$ cat config.mk
export PLATFORM = sky130hd
export DESIGN_NAME = sfm_job_sched
export DESIGN_NICKNAME = d
export VERILOG_FILES = /design/src/rtl/sfm_pkg.sv /design/src/rtl/sfm_job_queue.sv /design/src/rtl/sfm_job_sched.sv
export SDC_FILE = /design/constraint.sdc
export NUM_CORES = 1
export LEC_CHECK = 0
export ABC_AREA = 1
export BUFFER_PORTS_ARGS = -buffer_cell sky130_fd_sc_hd__clkbuf_2
export CORE_ASPECT_RATIO = 0.9
export CORE_MARGIN = 4
export CORE_UTILIZATION = 45
export CTS_CLUSTER_DIAMETER = 120
export DETAILED_ROUTE_END_ITERATION = 6
export HOLD_SLACK_MARGIN = 0.05
export PLACE_DENSITY_LB_ADDON = 0.15
export SYNTH_ARGS = -nofsm -noshare
export SYNTH_HDL_FRONTEND = slang
export SYNTH_SLANG_ARGS = --single-unit
$ cat constraint.sdc
create_clock -name clk_i -period 2.1 [get_ports clk_i]
set_clock_uncertainty 0.15 [all_clocks]
set_input_delay 0.525 -clock clk_i [delete_from_list [all_inputs] [get_ports clk_i]]
set_output_delay 0.525 -clock clk_i [all_outputs]
set_load 0.02 [all_outputs]
$ cat src/rtl/sfm_pkg.sv
// Shared types for the softmax job sequencer: the queued job record and the
// sequencer state encoding.
package sfm_pkg;

    // Widest address / length supported by the queued job record.
    localparam int unsigned SFM_ADDR_W = 32;
    localparam int unsigned SFM_LEN_W  = 16;

    typedef struct packed {
        logic [SFM_ADDR_W-1:0] in_addr;
        logic [SFM_ADDR_W-1:0] out_addr;
        logic [SFM_LEN_W-1:0]  row_len;
        logic [SFM_LEN_W-1:0]  n_rows;
        logic [SFM_ADDR_W-1:0] row_stride;
    } sfm_job_t;

    typedef enum logic [1:0] {
        SCHED_IDLE  = 2'd0,
        SCHED_START = 2'd1,
        SCHED_RUN   = 2'd2,
        SCHED_DONE  = 2'd3
    } sfm_sched_state_t;

endpackage

$ cat src/rtl/sfm_job_queue.sv
// Small FIFO of softmax jobs with occupancy count and synchronous flush.
// Push into a full queue and pop from an empty queue are silently dropped.
module sfm_job_queue
    import sfm_pkg::*;
#(
    parameter int unsigned DEPTH = 2
) (
    input  logic                       clk_i,
    input  logic                       rst_ni,
    input  logic                       flush_i,
    input  logic                       push_i,
    input  sfm_job_t                   data_i,
    input  logic                       pop_i,
    output sfm_job_t                   data_o,
    output logic [$clog2(DEPTH+1)-1:0] count_o
);

    localparam int unsigned CNT_W = $clog2(DEPTH + 1);
    localparam int unsigned PTR_W = (DEPTH > 1) ? $clog2(DEPTH) : 1;

    sfm_job_t         mem_q [DEPTH];
    logic [PTR_W-1:0] wr_ptr_q;
    logic [PTR_W-1:0] rd_ptr_q;
    logic [CNT_W-1:0] count_q;
    logic             push_s;
    logic             pop_s;

    function automatic logic [PTR_W-1:0] ptr_inc(input logic [PTR_W-1:0] ptr);
        if (ptr == PTR_W'(DEPTH - 1)) begin
            return '0;
        end else begin
            return ptr + PTR_W'(1);
        end
    endfunction

    assign push_s  = push_i && (count_q < CNT_W'(DEPTH));
    assign pop_s   = pop_i && (count_q != '0);
    assign data_o  = mem_q[rd_ptr_q];
    assign count_o = count_q;

    // Storage, pointers and occupancy; flush discards every entry.
    always_ff @(posedge clk_i or negedge rst_ni) begin
        if (!rst_ni) begin
            for (int i = 0; i < int'(DEPTH); i++) begin
                mem_q[i] <= '0;
            end
            wr_ptr_q <= '0;
            rd_ptr_q <= '0;
            count_q  <= '0;
        end else if (flush_i) begin
            wr_ptr_q <= '0;
            rd_ptr_q <= '0;
            count_q  <= '0;
        end else begin
            if (push_s) begin
                mem_q[wr_ptr_q] <= data_i;
                wr_ptr_q        <= ptr_inc(wr_ptr_q);
            end
            if (pop_s) begin
                rd_ptr_q <= ptr_inc(rd_ptr_q);
            end
            case ({push_s, pop_s})
                2'b10:   count_q <= count_q + CNT_W'(1);
                2'b01:   count_q <= count_q - CNT_W'(1);
                default: count_q <= count_q;
            endcase
        end
    end

endmodule

$ cat src/rtl/sfm_job_sched.sv
// Softmax job sequencer: queues jobs and walks each one row by row, handing
// per-row addresses/lengths to the controller and pulsing evt_o per job.
module sfm_job_sched
    import sfm_pkg::*;
#(
    parameter int unsigned ADDR_W        = 32,
    parameter int unsigned LEN_W         = 16,
    parameter int unsigned ELEM_PER_BEAT = 8,
    parameter int unsigned DEPTH         = 2
) (
    input  logic                       clk_i,
    input  logic                       rst_ni,
    input  logic                       clear_i,
    input  logic                       cfg_valid_i,
    output logic                       cfg_ready_o,
    input  logic [ADDR_W-1:0]          cfg_in_addr_i,
    input  logic [ADDR_W-1:0]          cfg_out_addr_i,
    input  logic [LEN_W-1:0]           cfg_row_len_i,
    input  logic [LEN_W-1:0]           cfg_n_rows_i,
    input  logic [ADDR_W-1:0]          cfg_row_stride_i,
    output logic                       row_start_o,
    output logic [ADDR_W-1:0]          row_in_addr_o,
    output logic [ADDR_W-1:0]          row_out_addr_o,
    output logic [LEN_W-1:0]           row_tot_len_o,
    input  logic                       row_done_i,
    output logic                       busy_o,
    output logic                       evt_o,
    output logic [$clog2(DEPTH+1)-1:0] jobs_pending_o
);

    localparam int unsigned CNT_W    = $clog2(DEPTH + 1);
    localparam int unsigned LOG2_EPB = $clog2(ELEM_PER_BEAT);
    localparam int unsigned LEN_P1   = LEN_W + 1;

    sfm_sched_state_t  state_q, state_d;
    logic [ADDR_W-1:0] in_addr_q, in_addr_d;
    logic [ADDR_W-1:0] out_addr_q, out_addr_d;
    logic [ADDR_W-1:0] stride_q, stride_d;
    logic [LEN_W-1:0]  n_rows_q, n_rows_d;
    logic [LEN_W-1:0]  row_idx_q, row_idx_d;
    logic [LEN_W-1:0]  tot_len_q, tot_len_d;
    logic              row_start_q, evt_q, busy_q;

    sfm_job_t          job_in_s;
    sfm_job_t          head_s;
    logic [CNT_W-1:0]  count_s;
    logic              pop_s;
    logic [LEN_W-1:0]  head_len_s;
    logic [LEN_W-1:0]  head_rows_s;
    logic [LEN_P1-1:0] beat_sum_s;

    // Narrow configuration fields are zero-extended into the shared job record.
    always_comb begin
        job_in_s                        = '0;
        job_in_s.in_addr[ADDR_W-1:0]    = cfg_in_addr_i;
        job_in_s.out_addr[ADDR_W-1:0]   = cfg_out_addr_i;
        job_in_s.row_len[LEN_W-1:0]     = cfg_row_len_i;
        job_in_s.n_rows[LEN_W-1:0]      = cfg_n_rows_i;
        job_in_s.row_stride[ADDR_W-1:0] = cfg_row_stride_i;
    end

    sfm_job_queue #(
        .DEPTH (DEPTH)
    ) u_queue (
        .clk_i   (clk_i),
        .rst_ni  (rst_ni),
        .flush_i (clear_i),
        .push_i  (cfg_valid_i && cfg_ready_o && !clear_i),
        .data_i  (job_in_s),
        .pop_i   (pop_s),
        .data_o  (head_s),
        .count_o (count_s)
    );

    assign head_len_s  = head_s.row_len[LEN_W-1:0];
    assign head_rows_s = head_s.n_rows[LEN_W-1:0];
    assign beat_sum_s  = {1'b0, head_len_s} + LEN_P1'(ELEM_PER_BEAT - 1);

    // Sequencer next state: pop a job, emit one start per row, finish with evt.
    always_comb begin
        state_d    = state_q;
        in_addr_d  = in_addr_q;
        out_addr_d = out_addr_q;
        stride_d   = stride_q;
        n_rows_d   = n_rows_q;
        row_idx_d  = row_idx_q;
        tot_len_d  = tot_len_q;
        pop_s      = 1'b0;
        if (clear_i) begin
            state_d    = SCHED_IDLE;
            in_addr_d  = '0;
            out_addr_d = '0;
            stride_d   = '0;
            n_rows_d   = '0;
            row_idx_d  = '0;
            tot_len_d  = '0;
        end else begin
            case (state_q)
                SCHED_IDLE: begin
                    if (count_s != '0) begin
                        pop_s      = 1'b1;
                        in_addr_d  = head_s.in_addr[ADDR_W-1:0];
                        out_addr_d = head_s.out_addr[ADDR_W-1:0];
                        stride_d   = head_s.row_stride[ADDR_W-1:0];
                        n_rows_d   = head_rows_s;
                        row_idx_d  = '0;
                        tot_len_d  = LEN_W'(beat_sum_s >> LOG2_EPB);
                        if ((head_rows_s == '0) || (head_len_s == '0)) begin
                            state_d = SCHED_DONE;
                        end else begin
                            state_d = SCHED_START;
                        end
                    end else begin
                        state_d = SCHED_IDLE;
                    end
                end
                SCHED_START: begin
                    state_d = SCHED_RUN;
                end
                SCHED_RUN: begin
                    if (row_done_i) begin
                        if (row_idx_q == (n_rows_q - LEN_W'(1))) begin
                            state_d = SCHED_DONE;
                        end else begin
                            row_idx_d  = row_idx_q + LEN_W'(1);
                            in_addr_d  = in_addr_q + stride_q;
                            out_addr_d = out_addr_q + stride_q;
                            state_d    = SCHED_START;
                        end
                    end else begin
                        state_d = SCHED_RUN;
                    end
                end
                SCHED_DONE: begin
                    state_d = SCHED_IDLE;
                end
                default: begin
                    state_d = SCHED_IDLE;
                end
            endcase
        end
    end

    // Working registers plus output flags registered from the next state.
    always_ff @(posedge clk_i or negedge rst_ni) begin
        if (!rst_ni) begin
            state_q     <= SCHED_IDLE;
            in_addr_q   <= '0;
            out_addr_q  <= '0;
            stride_q    <= '0;
            n_rows_q    <= '0;
            row_idx_q   <= '0;
            tot_len_q   <= '0;
            row_start_q <= 1'b0;
            evt_q       <= 1'b0;
            busy_q      <= 1'b0;
        end else begin
            state_q     <= state_d;
            in_addr_q   <= in_addr_d;
            out_addr_q  <= out_addr_d;
            stride_q    <= stride_d;
            n_rows_q    <= n_rows_d;
            row_idx_q   <= row_idx_d;
            tot_len_q   <= tot_len_d;
            row_start_q <= (state_d == SCHED_START);
            evt_q       <= (state_d == SCHED_DONE);
            busy_q      <= (state_d != SCHED_IDLE);
        end
    end

    assign cfg_ready_o    = (count_s < CNT_W'(DEPTH));
    assign jobs_pending_o = count_s;
    assign row_start_o    = row_start_q;
    assign evt_o          = evt_q;
    assign busy_o         = busy_q;
    assign row_in_addr_o  = in_addr_q;
    assign row_out_addr_o = out_addr_q;
    assign row_tot_len_o  = tot_len_q;

endmodule

==> impl_metrics.toml, run 1 <==
[final_layout]
final_layout_size_suffix_gt1_share_pct = 28.1
antenna_cells = 0
layout.cells.most_common_list = "nand2_1, dfrtp_1, buf_4, o21ai_0, inv_1"
fillers = 4355
final_util_pct = 63.7
area_growth_pct = 39.0
stdcell_count = 4383
final_common_cell = "nand2_1"
nNetsFinal = 3881

[clocking]
cts_buffer_depth = 3
worstSkewPairLatency_ns = 0.60
h-tree-depth = 2
cts_buffers = 45
tritoncts = "built"
cts_num_sinks = 407
clk_pin_slew_ns = 0.06
clock-root-buffer = "clkbuf_16"

[logic_synthesis]
synth-seq-cells = 407
synth_area_um2 = 22700
synth_top_area_cell = "dfrtp_1"
ys_top_cells_by_area = "dfrtp_1, nand2_1, o21ai_0"
synth_edf_count = 0
syn_area_per_cell_um2 = 7.45
synth-seq-area-share_pct = 44.9
yosysWarnings = 0
synthCells = 3047
ys_types = 44
synthFlopType = "dfrtp_1"
async_reset_ff_share_pct = 100
yosysTopAreaCellShare_pct = 44.9

[placement]
dp.final_hpwl_um = 57700
place_congestion = 0.964
dp.cells = 4181
port_buffers = 216

[drt]
via_per_inst = 5.25
drt_iter0_markers = 2260
firstDrtPassIters = 6
wl_um = 80000
vias = 23000
ant_nets = 0
wl_per_cell_um = 18.3
drc = 0

[timing]
finalSetupViolations = 95
fin_ws_ns = -0.327
fmax_mhz = 412
rsz0062_at_grt = "true"
period_share_pct = 116
post-route-min-period_ns = 2.43
hold_violations = 0
tns_ns = -22.49
drv_slew = 0
tightest_slew_ns = 0.711
slew_headroom_pct = 52.6

[global_routing]
track_usage_pct = 28.5
grt_pass1_vias = 22000
grt_max_degree = 163
grt_antenna_before_repair = 0
grt_pass1_wl_um = 123000
grt_overflow = 0

[floorplan]
start_util_pct = 45.8
dieArea_um2 = 54100
core_area_um2 = 49500
ios = 219
die_y_um = 221
std_cell_rows = 77
fp.dieW_um = 245

[worst_setup_path]
worstPathRequired_ns = 2.47
r2r_cells = 17
crit_fanout = 9
critPathArrivalTime_ns = 2.80
cp-start-kind = "flip-flop"
crit_type = "reg2reg"
crit_path_end_kind = "flip-flop"

[pwr]
p_sw_mw = 19.1
p_sw_share_pct = 42.2
p_seq_share_pct = 30.5
vdd_drop_max_v = 0.000900
power_mw = 45.2
leakage_nw = 16.1
power_density_nw_per_um2 = 1430
p_int_mw = 26.1
p_clk_share_pct = 17.6
comb_power_share_pct = 51.9

[outcome]
status = "complete, but fails checks"
violations = "setup timing"

[hold_path]
holdPathStages = 3
min_path_type = "in2reg"

[flow_run]
cap_viol_max_count = 0
-- area by class of cell --
class	instances	area [µm²]	share of cell area, %
clock buffer	59	1220	3.86
tap	671	840	2.66
timing repair buffer	719	5770	18.3
multi-input combinational	2163	12000	37.9
clock inverter	18	243	0.769
sequential	407	10200	32.4
inverter	346	1310	4.16
-- power groups by stage --
stage                     sequential [mW]  clock, mW  combinational [mW]
final                                13.8       7.95                23.5
after global routing                 14.1       8.40                25.7
after CTS                            13.6       8.07                21.6
after detailed placement             13.5          0                20.0
after global placement               13.4          0                19.7
after floorplan                      13.5          0                10.9
-- cells by family (layout without fill, tap and decap cells) --
| logic type | Yosys count | after routing | synth area share [%] |
|---|---|---|---|
| AND/OR/NAND/NOR | 1430 | 1433 | 26.0 |
| AO/OA/AOI/OAI | 588 | 588 | 13.9 |
| buffers and inverters | 481 | 1142 | 8.51 |
| flip-flops | 407 | 407 | 44.9 |
| adder cells (fa/ha/maj) | 66 | 66 | 3.70 |
| multiplexers | 42 | 42 | 1.85 |
| XOR/XNOR | 32 | 32 | 1.23 |
| other | 1 | 2 | 0.0165 |
-- state kept, by name, summed over array words and instances, names as in the netlist, 2 cells and up --
signal / count
n_rows_q: 16
row_idx_q: 16
row_in_addr_o: 32
row_out_addr_o: 32
row_tot_len_o: 14
state_q: 2
stride_q: 32
u_queue.count_o: 2
u_queue.mem_q: 256
-- Yosys cell counts, types with 9 or more instances --
cell	n
nand2_1	965
buf_1	10
nand2_2	13
nand3_1	213
nor3_1	14
a21oi_1	94
or2_2	26
inv_1	340
o22ai_1	9
xnor2_1	16
nand4_1	31
mux2i_1	42
o21ai_0	382
clkbuf_1	87
dfrtp_1	407
o21ai_2	23
nor2_1	149
buf_2	20
ha_1	64
o21ai_1	46
xor2_1	16
-- worst paths after layout --
path                                     startpoint                  to  slack (ns)
min in group asynchronous                    rst_ni  u_queue.mem_q[228]        0.24
worst max-delay path                    n_rows_q[5]   row_out_addr_o[2]       -0.33
worst max register to register          n_rows_q[5]   row_out_addr_o[2]       -0.33
worst min register to register   u_queue.mem_q[199]  u_queue.mem_q[199]        0.33
worst min-delay path            cfg_row_stride_i[9]    u_queue.mem_q[9]        0.06
max in group asynchronous                    rst_ni    u_queue.rd_ptr_q        0.74
-- routing by layer --
metal / routed length [µm] / vias to the layer above / track usage [%]
met3: 6080 / 109 / 5.37
met2: 35400 / 790 / 43.0
met4: 1790 / 0 / 7.05
met1: 36800 / 11000 / 42.5
met5: 0 / - / 0
li1: - / 11100 / -
-- timing repair --
action | in CTS | in global routing
setup endpoints to repair | 96 | 97
hold buffers | 86 | 0
pin swaps | 11 | 46
cloned | 8 | 10
resized for setup | 179 | 179
hold endpoints to repair | 255 | 0
setup buffers | 11 | 12
-- worst max-delay path: stages (launching register included) --
cell	delay (ns)
dfrtp_2	0.44
buf_4	0.15
inv_1	0.11
nand2_1	0.06
nand2_1	0.12
nand2_1	0.08
nand2_1	0.06
nand2_1	0.05
inv_1	0.06
nand2_1	0.07
nor2_2	0.13
nand4_1	0.11
buf_6	0.16
buf_12	0.14
nand2_8	0.14
clkbuf_16	0.20
nand2_1	0.05
nand2_1	0.07
-- metrics by stage --
step | worst slack (ns) | hold WS (ns) | cell area, µm²
finish | -0.327 | 0.0637 | 31600
detailed placement | -0.415 | 0.273 | 27200
floorplan | 0.00275 | 0.0794 | 22800
global placement | -0.458 | 0.270 | 27200
global route | -0.406 | 0.0737 | 31600
CTS | -0.234 | 0.0503 | 30600
Power figures use the tool's default switching activity.
==> inputs of run 2 (changes only) <==
- clock period: 2.1 -> 2.8 ns (I/O delays scaled with it)
==> run 2 against run 1 <==
  * The flow now finishes without violations
  * Register-to-register slack gained 0.46 ns
  * Die area is the same
  * Critical path depth shrank 6
==> impl_metrics.toml, run 2 (same netlist as run 1, synthesis figures left out) <==
[final_layout]
area_growth_pct = 15.5
antenna_cells = 0
layout.cells.most_common_list = "nand2_1, dfrtp_1, o21ai_0, inv_1, clkbuf_2"
largest_reg_flops = 256
nNetsFinal = 3435
fin_area_um2 = 26200
final_common_cell = "nand2_1"
final_layout_size_suffix_gt1_share_pct = 13.0
top_register = "u_queue.mem_q"
fillers = 4876

[clocking]
tritoncts = "built"
h-tree-depth = 2
clk_pin_slew_ns = 0.06
worstSkewPairLatency_ns = 0.59
cts_buffer_depth = 3
cts_buffers = 45
cts_setup_buffers = 0
clock-root-buffer = "clkbuf_16"
cts_num_sinks = 407

[drt]
firstDrtPassIters = 5
ant_nets = 0
vias = 20900
dr.max_layer_used = "met5"
wl_met1_um = 36400
drt_iter0_markers = 1889
wl_um = 73800
wl_per_cell_um = 18.8
via_per_inst = 5.30
drc = 0
wl_met3_um = 5080
wl_met2_um = 31000

[outcome]
status = "complete, no violations"

[pwr]
vdd_drop_max_v = 0.000702
leakage_nw = 13.6
power_density_nw_per_um2 = 1090

[floorplan]
fp.dieW_um = 245
core_area_um2 = 49500
start_util_pct = 45.8
dieArea_um2 = 54100
ios = 219
std_cell_rows = 77
die_y_um = 221

[placement]
dpl-instance-area_um2 = 24700
post-place-ws_ns = 0.272
dp.final_hpwl_um = 55500
place_congestion = 0.964
port_buffers = 216

[worst_setup_path]
crit_fanout = 5
r2r-start = "row_out_addr_o[16]"
worstPathRequired_ns = 3.16
critPathArrivalTime_ns = 3.02
worstSetupStartpoint = "row_out_addr_o[16]"
crit_type = "reg2reg"
crit_path_end_kind = "flip-flop"
r2r_cells = 11
r2r-end = "row_out_addr_o[17]"
cp-start-kind = "flip-flop"
rrSetupSlack_ns = 0.13

[hold_path]
worstHoldStart = "cfg_row_stride_i[3]"
holdPathStages = 3
min_path_type = "in2reg"
holdPathEnd = "u_queue.mem_q[3]"

[timing]
slew_headroom_pct = 42.5
finalSetupViolations = 0
fin_ws_ns = 0.133
post-route-min-period_ns = 2.67
tns_ns = 0
rsz0062_at_grt = "false"
fmax_mhz = 375
hold_violations = 0
period_share_pct = 95.2
drv_slew = 0
tightest_slew_ns = 0.863

[global_routing]
track_usage_pct = 27.1
grt_pass1_vias = 20000
grt_max_degree = 85
grt_pass1_wl_um = 117000
grt_overflow = 0
grt_antenna_before_repair = 1

[flow_run]
cap_viol_max_count = 0
[run 2: cell types whose count changed in the layout (fill, tap and decap cells not counted), sizes merged]
cell	delta
nand2	-3
inv	+3
clkinvlp	-1
buf	-350
clkinv	-6
dlygate4sd3	-85
bufinv	-3
[run 2: where the power goes]
part | internal (mW) | switching, mW
Sequential | 8.32 | 1.93
Clock | 3.41 | 2.49
Combinational | 4.31 | 8.24
[run 2: how the worst max path moves through the flow]
stage | end | slack [ns] | cells past startpoint
global route | evt_o | 0.03 | 10
CTS | row_out_addr_o[26] | 0.22 | 11
floorplan | row_out_addr_o[6] | 0.56 | 11
detailed placement | row_out_addr_o[26] | 0.27 | 11
finish | row_out_addr_o[17] | 0.13 | 11
global placement | row_out_addr_o[17] | 0.23 | 11
[run 2: cell type report]
cell class / instances / area [µm²] / share of cell area (%)
Multi-Input combinational cell: 2160 / 10600 / 40.5
Sequential cell: 407 / 10200 / 38.9
Clock buffer: 67 / 1340 / 5.11
Timing Repair Buffer: 276 / 1790 / 6.84
Tap cell: 671 / 840 / 3.20
Inverter: 346 / 1300 / 4.95
Clock inverter: 11 / 130 / 0.496
[run 2: metal layers]
metal / global-route usage (%) / up-vias
met5: 0 / -
met2: 39.5 / 660
met3: 4.21 / 88
met4: 5.56 / 2
met1: 42.8 / 9919
li1: - / 10200
[run 2: worst max-delay path, stage by stage (launching register included)]
cell,delay (ns)
dfrtp_1,0.47
ha_1,0.47
nand2_1,0.11
nor2_1,0.14
inv_1,0.11
nor2_1,0.40
nand4_1,0.21
nand3_1,0.14
nand2_1,0.05
nand3_1,0.06
nand3_1,0.14
o21ai_2,0.15
[run 2: repair_timing]
item,4_1_cts,5_1_grt
setup endpoints to repair,0,1
endpoints found under the hold margin,37,0
gates resized for setup,0,1
hold buffers,1,0
[run 2: per-stage QoR]
step | hold slack, ns | std cells | util [%] | power [mW]
2_1_floorplan | 0.254 | 3048 | - | 18.2
3_3_place_gp | 0.307 | 3859 | 50.0 | 22.5
3_5_place_dp | 0.315 | 3859 | 50.0 | 22.8
4_1_cts | 0.169 | 3938 | 53.0 | 28.8
5_1_grt | 0.200 | 3938 | 53.0 | 30.9
6_report | 0.202 | 3938 | 53.0 | 28.7
